[config.mk]
export PLATFORM = sky130hd
export DESIGN_NAME = if_id_stage
export DESIGN_NICKNAME = d
export VERILOG_FILES = /design/src/rtl/if_id_stage.sv
export SDC_FILE = /design/constraint.sdc
export NUM_CORES = 1
export LEC_CHECK = 0
export BUFFER_PORTS_ARGS = -buffer_cell sky130_fd_sc_hd__buf_2
export CAP_MARGIN = 20
export CORE_ASPECT_RATIO = 0.75
export CORE_MARGIN = 5
export CORE_UTILIZATION = 42
export CTS_BUF_LIST = sky130_fd_sc_hd__clkbuf_16
export DETAILED_ROUTE_END_ITERATION = 6
export PLACE_DENSITY = 0.78
export RECOVER_POWER = 100
export SYNTH_ARGS = -nofsm -noshare
export SYNTH_HDL_FRONTEND = slang
export SYNTH_SLANG_ARGS = --single-unit
[constraint.sdc]
create_clock -name clk -period 4.35 [get_ports clk]
set_clock_uncertainty 0.15 [all_clocks]
set_input_delay 0.6525 -clock clk [delete_from_list [all_inputs] [get_ports clk]]
set_output_delay 0.6525 -clock clk [all_outputs]
set_load 0.005 [all_outputs]
[src/rtl/if_id_stage.sv]
// IF/ID pipeline register for the 5-stage RV32I core: captures fetch outputs with
// stall/flush control, pre-splits instruction fields and decodes the immediate.
module if_id_stage #(
  parameter int unsigned              WIDTH     = 32,
  parameter int unsigned              CNT_W     = 16,
  parameter logic [WIDTH-1:0]         NOP_INSTR = 32'h00000013
) (
  input  logic             clk,
  input  logic             rst,
  input  logic             StallD,
  input  logic             FlushD,
  input  logic [WIDTH-1:0] InstrF,
  input  logic [WIDTH-1:0] PCF,
  input  logic [WIDTH-1:0] PCPlus4F,
  output logic [WIDTH-1:0] InstrD,
  output logic [WIDTH-1:0] PCD,
  output logic [WIDTH-1:0] PCPlus4D,
  output logic             ValidD,
  output logic [6:0]       OpD,
  output logic [4:0]       RdD,
  output logic [2:0]       Funct3D,
  output logic [4:0]       Rs1D,
  output logic [4:0]       Rs2D,
  output logic             Funct7b5D,
  output logic [WIDTH-1:0] ImmExtD,
  output logic [CNT_W-1:0] StallCnt,
  output logic [CNT_W-1:0] FlushCnt
);

  localparam logic [6:0] OP_LOAD   = 7'b0000011;
  localparam logic [6:0] OP_IMM    = 7'b0010011;
  localparam logic [6:0] OP_JALR   = 7'b1100111;
  localparam logic [6:0] OP_STORE  = 7'b0100011;
  localparam logic [6:0] OP_BRANCH = 7'b1100011;
  localparam logic [6:0] OP_LUI    = 7'b0110111;
  localparam logic [6:0] OP_AUIPC  = 7'b0010111;
  localparam logic [6:0] OP_JAL    = 7'b1101111;

  localparam logic [CNT_W-1:0] CNT_MAX = '1;

  logic [WIDTH-1:0] instr_q;
  logic [WIDTH-1:0] pc_q;
  logic [WIDTH-1:0] pc_plus4_q;
  logic             valid_q;
  logic [CNT_W-1:0] stall_cnt_q;
  logic [CNT_W-1:0] flush_cnt_q;
  logic             sign;

  // Flush outranks stall so a redirect is never lost behind a load-use hold.
  always_ff @(posedge clk or posedge rst) begin
    if (rst) begin
      instr_q    <= NOP_INSTR;
      pc_q       <= '0;
      pc_plus4_q <= '0;
      valid_q    <= 1'b0;
    end else if (FlushD) begin
      instr_q    <= NOP_INSTR;
      pc_q       <= '0;
      pc_plus4_q <= '0;
      valid_q    <= 1'b0;
    end else if (!StallD) begin
      instr_q    <= InstrF;
      pc_q       <= PCF;
      pc_plus4_q <= PCPlus4F;
      valid_q    <= 1'b1;
    end
  end

  // Debug event counters stick at all-ones rather than wrapping.
  always_ff @(posedge clk or posedge rst) begin
    if (rst) begin
      stall_cnt_q <= '0;
      flush_cnt_q <= '0;
    end else begin
      if (StallD && !FlushD && stall_cnt_q != CNT_MAX)
        stall_cnt_q <= stall_cnt_q + 1'b1;
      if (FlushD && flush_cnt_q != CNT_MAX)
        flush_cnt_q <= flush_cnt_q + 1'b1;
    end
  end

  assign InstrD    = instr_q;
  assign PCD       = pc_q;
  assign PCPlus4D  = pc_plus4_q;
  assign ValidD    = valid_q;
  assign StallCnt  = stall_cnt_q;
  assign FlushCnt  = flush_cnt_q;

  assign OpD       = instr_q[6:0];
  assign RdD       = instr_q[11:7];
  assign Funct3D   = instr_q[14:12];
  assign Rs1D      = instr_q[19:15];
  assign Rs2D      = instr_q[24:20];
  assign Funct7b5D = instr_q[30];
  assign sign      = instr_q[31];

  always_comb begin
    ImmExtD = '0;
    case (OpD)
      OP_LOAD, OP_IMM, OP_JALR:
        ImmExtD = {{(WIDTH-12){sign}}, instr_q[31:20]};
      OP_STORE:
        ImmExtD = {{(WIDTH-12){sign}}, instr_q[31:25], instr_q[11:7]};
      OP_BRANCH:
        ImmExtD = {{(WIDTH-13){sign}}, instr_q[31], instr_q[7], instr_q[30:25],
                   instr_q[11:8], 1'b0};
      OP_LUI, OP_AUIPC:
        ImmExtD = {{(WIDTH-32){sign}}, instr_q[31:12], 12'b0};
      OP_JAL:
        ImmExtD = {{(WIDTH-21){sign}}, instr_q[31], instr_q[19:12], instr_q[20],
                   instr_q[30:21], 1'b0};
      default:
        ImmExtD = '0;
    endcase
  end

endmodule

==> flow_metrics.py <==
metrics = {
    "yosys": {
        "ys_ff_latch": 129,
        "synth_top_area_share_pct": 51.3,
        "yosys.area_share.simple_pct": 15.8,
        "synth-compound-area-share_pct": 5.80,
        "synth.mux.area_fraction_pct": 16.8,
        "netlist_area_um2": 6150,
        "synth.net_count": 663,
        "synthCells": 561,
        "synth_cell_types": 51,
        "yosysTopAreaCell": "dfrtp_1",
        "ys_warn_count": 0,
        "ys_seq_area_share_pct": 52.6,
        "synth-xor-area-share_pct": 2.99,
        "postSynthAreaPerCell_um2": 11.0,
        "synth.area.top_cells": "dfrtp_1 (51%), mux2i_1 (15%), nor2_1 (6.3%)",
        "synthAdderAreaFrac_pct": 0.407,
        "synth_top_family_by_area": "multiplexers",
    },
    "drt": {
        "via_per_inst": 4.95,
        "vias": 5098,
        "firstDrtPassIters": 5,
        "dr.first_iter.drc_count": 211,
        "drc": 0,
        "wire_per_inst_um": 16.9,
        "ant_nets": 0,
        "routed_wl_mm": 17.4,
    },
    "sta": {
        "setup_viol": 0,
        "tightest_slew_ns": 2.79,
        "layout_min_cycle_time_ns": 3.49,
        "period_share_pct": 80.2,
        "fin_tns_setup_ns": 0,
        "slew_violations": 109,
        "final_hold_viol_count": 0,
        "rsz0062_at_grt": "false",
        "slew_headroom_pct": -87.3,
        "timing.fmax_mhz": 287,
    },
    "status": {
        "outcome": "complete, but fails checks",
        "violations": "capacitance limit, slew limit",
    },
    "worst_setup_path": {
        "cp_top_family": "simple AND/OR/NAND/NOR gates",
        "crit_start": "InstrD[4]$_DFFE_PP1N_",
        "cp.required_ns": 3.55,
        "worst_r2r_endpoint": "FlushCnt[1]$_DFFE_PP0P_",
        "max_stage_delay_ns": 0.91,
        "r2r_setup_slack_ns": 2.27,
        "setup.worst_path.class": "reg2out",
        "cp_max_fo": 9,
        "cp-endpoint": "ImmExtD[14]",
        "worstRegToRegCells": 5,
        "cp.arrival_ns": 2.68,
        "r2r-start": "FlushCnt[0]$_DFFE_PP0P_",
        "path_depth": 5,
        "path_common_cell": "nor3b_1",
        "crit_chain": "nor3b_1, a21oi_1, nor3b_1, a21o_1, clkbuf_1",
        "crit_buf_inv": 1,
        "critPathCaptureType": "primary output",
        "critPathLaunchType": "flip-flop",
        "slowest_stage": "nor3b_1",
    },
    "clock_network": {
        "clk_latency_ns": 0.41,
        "cts_setup_buffers": 0,
        "ctsHoldBuffers": 0,
        "ctsHtreeMaxLevel": 4,
        "cts.sinks": 129,
        "cts_tree": "built",
        "ctsResizeCount": 0,
        "cts_made_buffers": 17,
        "clockBufferDepth": 2,
        "clockRootBuffer": "clkbuf_16",
        "clk_pin_slew_ns": 0.06,
    },
    "place": {
        "place_area_um2": 7550,
        "io_buffers": 286,
        "dp_hpwl_mm": 12.7,
        "gp_congestion": 0.830,
    },
    "global_route": {
        "grt.total_usage_pct": 19.6,
        "grt_overflow": 0,
        "antenna_found_initial": 2,
        "grt_first_pass_wirelength_mm": 26.8,
        "grt_pass1_vias": 5100,
        "grt_max_degree": 69,
    },
    "die": {
        "start_util_pct": 42.7,
        "core_area_um2": 14400,
        "die_x_um": 150,
        "fp-row-count": 38,
        "die_y_um": 115,
        "io_pins": 287,
        "die-area_um2": 17200,
    },
    "finish": {
        "final-seq-area_um2": 3230,
        "final_cell_area_um2": 8020,
        "drive_gt1_share_pct": 28.2,
        "finalNetCount": 916,
        "fill_cells": 1315,
        "multiInputGateArea_um2": 2550,
        "areaGrowthSynthToFinish_pct": 30.4,
    },
    "pwr": {
        "p_leak_uw": 0.00432,
        "ir_drop_mv": 0.237,
        "power_density_nw_per_um2": 428,
    },
    "min_path": {
        "hold_path.class": "in2reg",
        "hold_depth": 3,
    },
    "run": {
        "max_cap_violations": 2,
    },
}
==> worst min-delay path, cell delays in order <==
cell and delay (ns):
buf_2 0.07, mux2i_1 0.05, nor2_1 0.07
==> how the worst min path moves through the flow <==
stage	slack (ns)	startpoint	to
final	0.33	PCF[16]	PCD[16]$_DFFE_PP0N_
after global routing	0.33	PCPlus4F[12]	PCPlus4D[12]$_DFFE_PP0N_
after CTS	0.26	rst	StallCnt[4]$_DFFE_PP0P_
after detailed placement	0.35	FlushCnt[12]$_DFFE_PP0P_	FlushCnt[12]$_DFFE_PP0P_
after global placement	0.35	PCD[21]$_DFFE_PP0N_	PCD[21]$_DFFE_PP0N_
after floorplan	0.35	FlushCnt[6]$_DFFE_PP0P_	FlushCnt[6]$_DFFE_PP0P_
==> report_power, final <==
part | leakage [uW] | internal, uW | total, uW | switching, uW
combinational | 0.00234 | 231 | 505 | 274
sequential | 0.00169 | 1310 | 1460 | 144
clock | 0.000292 | 909 | 1460 | 555
total | 0.00432 | 2450 | 3430 | 973
==> state kept, by name, summed over array words and instances (netlist names) <==
signal    count
PCPlus4D     32
FlushCnt     16
StallCnt     16
InstrD       32
PCD          32
ValidD        1
==> layout by cell type, fill, tap and decap left out, types with 3 or more instances in the layout <==
master	netlist	routed
inv_1	5	5
clkbuf_1	12	104
a22o_1	4	4
and2_0	0	4
mux2i_1	95	95
buf_2	16	181
dfstp_1	0	3
nand3_1	9	9
nand2_1	21	21
nor3b_1	2	3
and3_1	4	4
nand4_1	12	12
nor2_1	103	104
nor3_1	7	7
xor2_1	13	13
clkinvlp_4	0	3
and4_1	4	4
a211o_1	4	4
inv_6	0	5
clkbuf_16	0	17
buf_4	26	4
a21oi_1	11	11
mux2_2	5	6
dfrtp_1	126	126
a21o_1	20	20
nor4_1	3	3
bufinv_16	0	3
nor2b_1	4	4
xnor2_1	8	8
and2_1	7	3
==> cells in the mapped netlist (all sizes together) <==
cell type,number
mux2i,95
xor2,13
nand3,10
nand4,14
a22o,4
o31ai,1
a21oi,11
dfstp,3
nor2,105
o21a,1
a22oi,1
xnor2,8
a211o,4
and4b,2
dfrtp,126
ha,2
or2,3
or3,2
clkbuf,12
o21ai,2
nor2b,4
nor3b,3
and3,4
and4bb,1
and2,7
o211ai,1
mux2,7
nor3,9
a32o,1
nand2,21
inv,5
nand2b,2
nor4,4
buf,44
and4,4
a31oi,2
a211oi,2
and3b,1
a21o,20
==> kinds of logic after synthesis <==
family / after synthesis
flip-flops: 129
XOR/XNOR: 21
adder cells (fa/ha/maj): 2
buffers and inverters: 61
multiplexers: 102
AND/OR/NAND/NOR: 196
AO/OA/AOI/OAI: 50
==> routing by layer <==
layer / vias to the layer above / GRT usage [%] / share of wire (%)
met5: - / 0 / 0.040
met4: 2 / 5.06 / 0.68
met3: 11 / 6.03 / 7.6
met2: 195 / 32.7 / 49
met1: 2468 / 25.1 / 43
li1: 2422 / - / -
==> metrics by stage <==
stage	hold slack (ns)	setup slack (ns)	util (%)	total power [uW]	std cells
floorplan	0.347	0.111	-	1750	561
global placement	0.347	1.60	52.4	2000	995
detailed placement	0.353	1.54	52.4	2010	995
CTS	0.259	1.09	56.6	3490	1027
global route	0.327	0.613	55.6	3590	1028
finish	0.332	0.863	55.6	3430	1029
==> cell type report <==
type | instances | share of cell area (%)
tap | 200 | 3.12
timing repair buffer | 290 | 16.8
clock buffer | 17 | 5.31
sequential | 129 | 40.3
multi-input combinational | 371 | 31.9
inverter | 5 | 0.250
antenna | 2 | 0.0624
clock inverter | 15 | 2.28
Power figures use the tool's default switching activity.
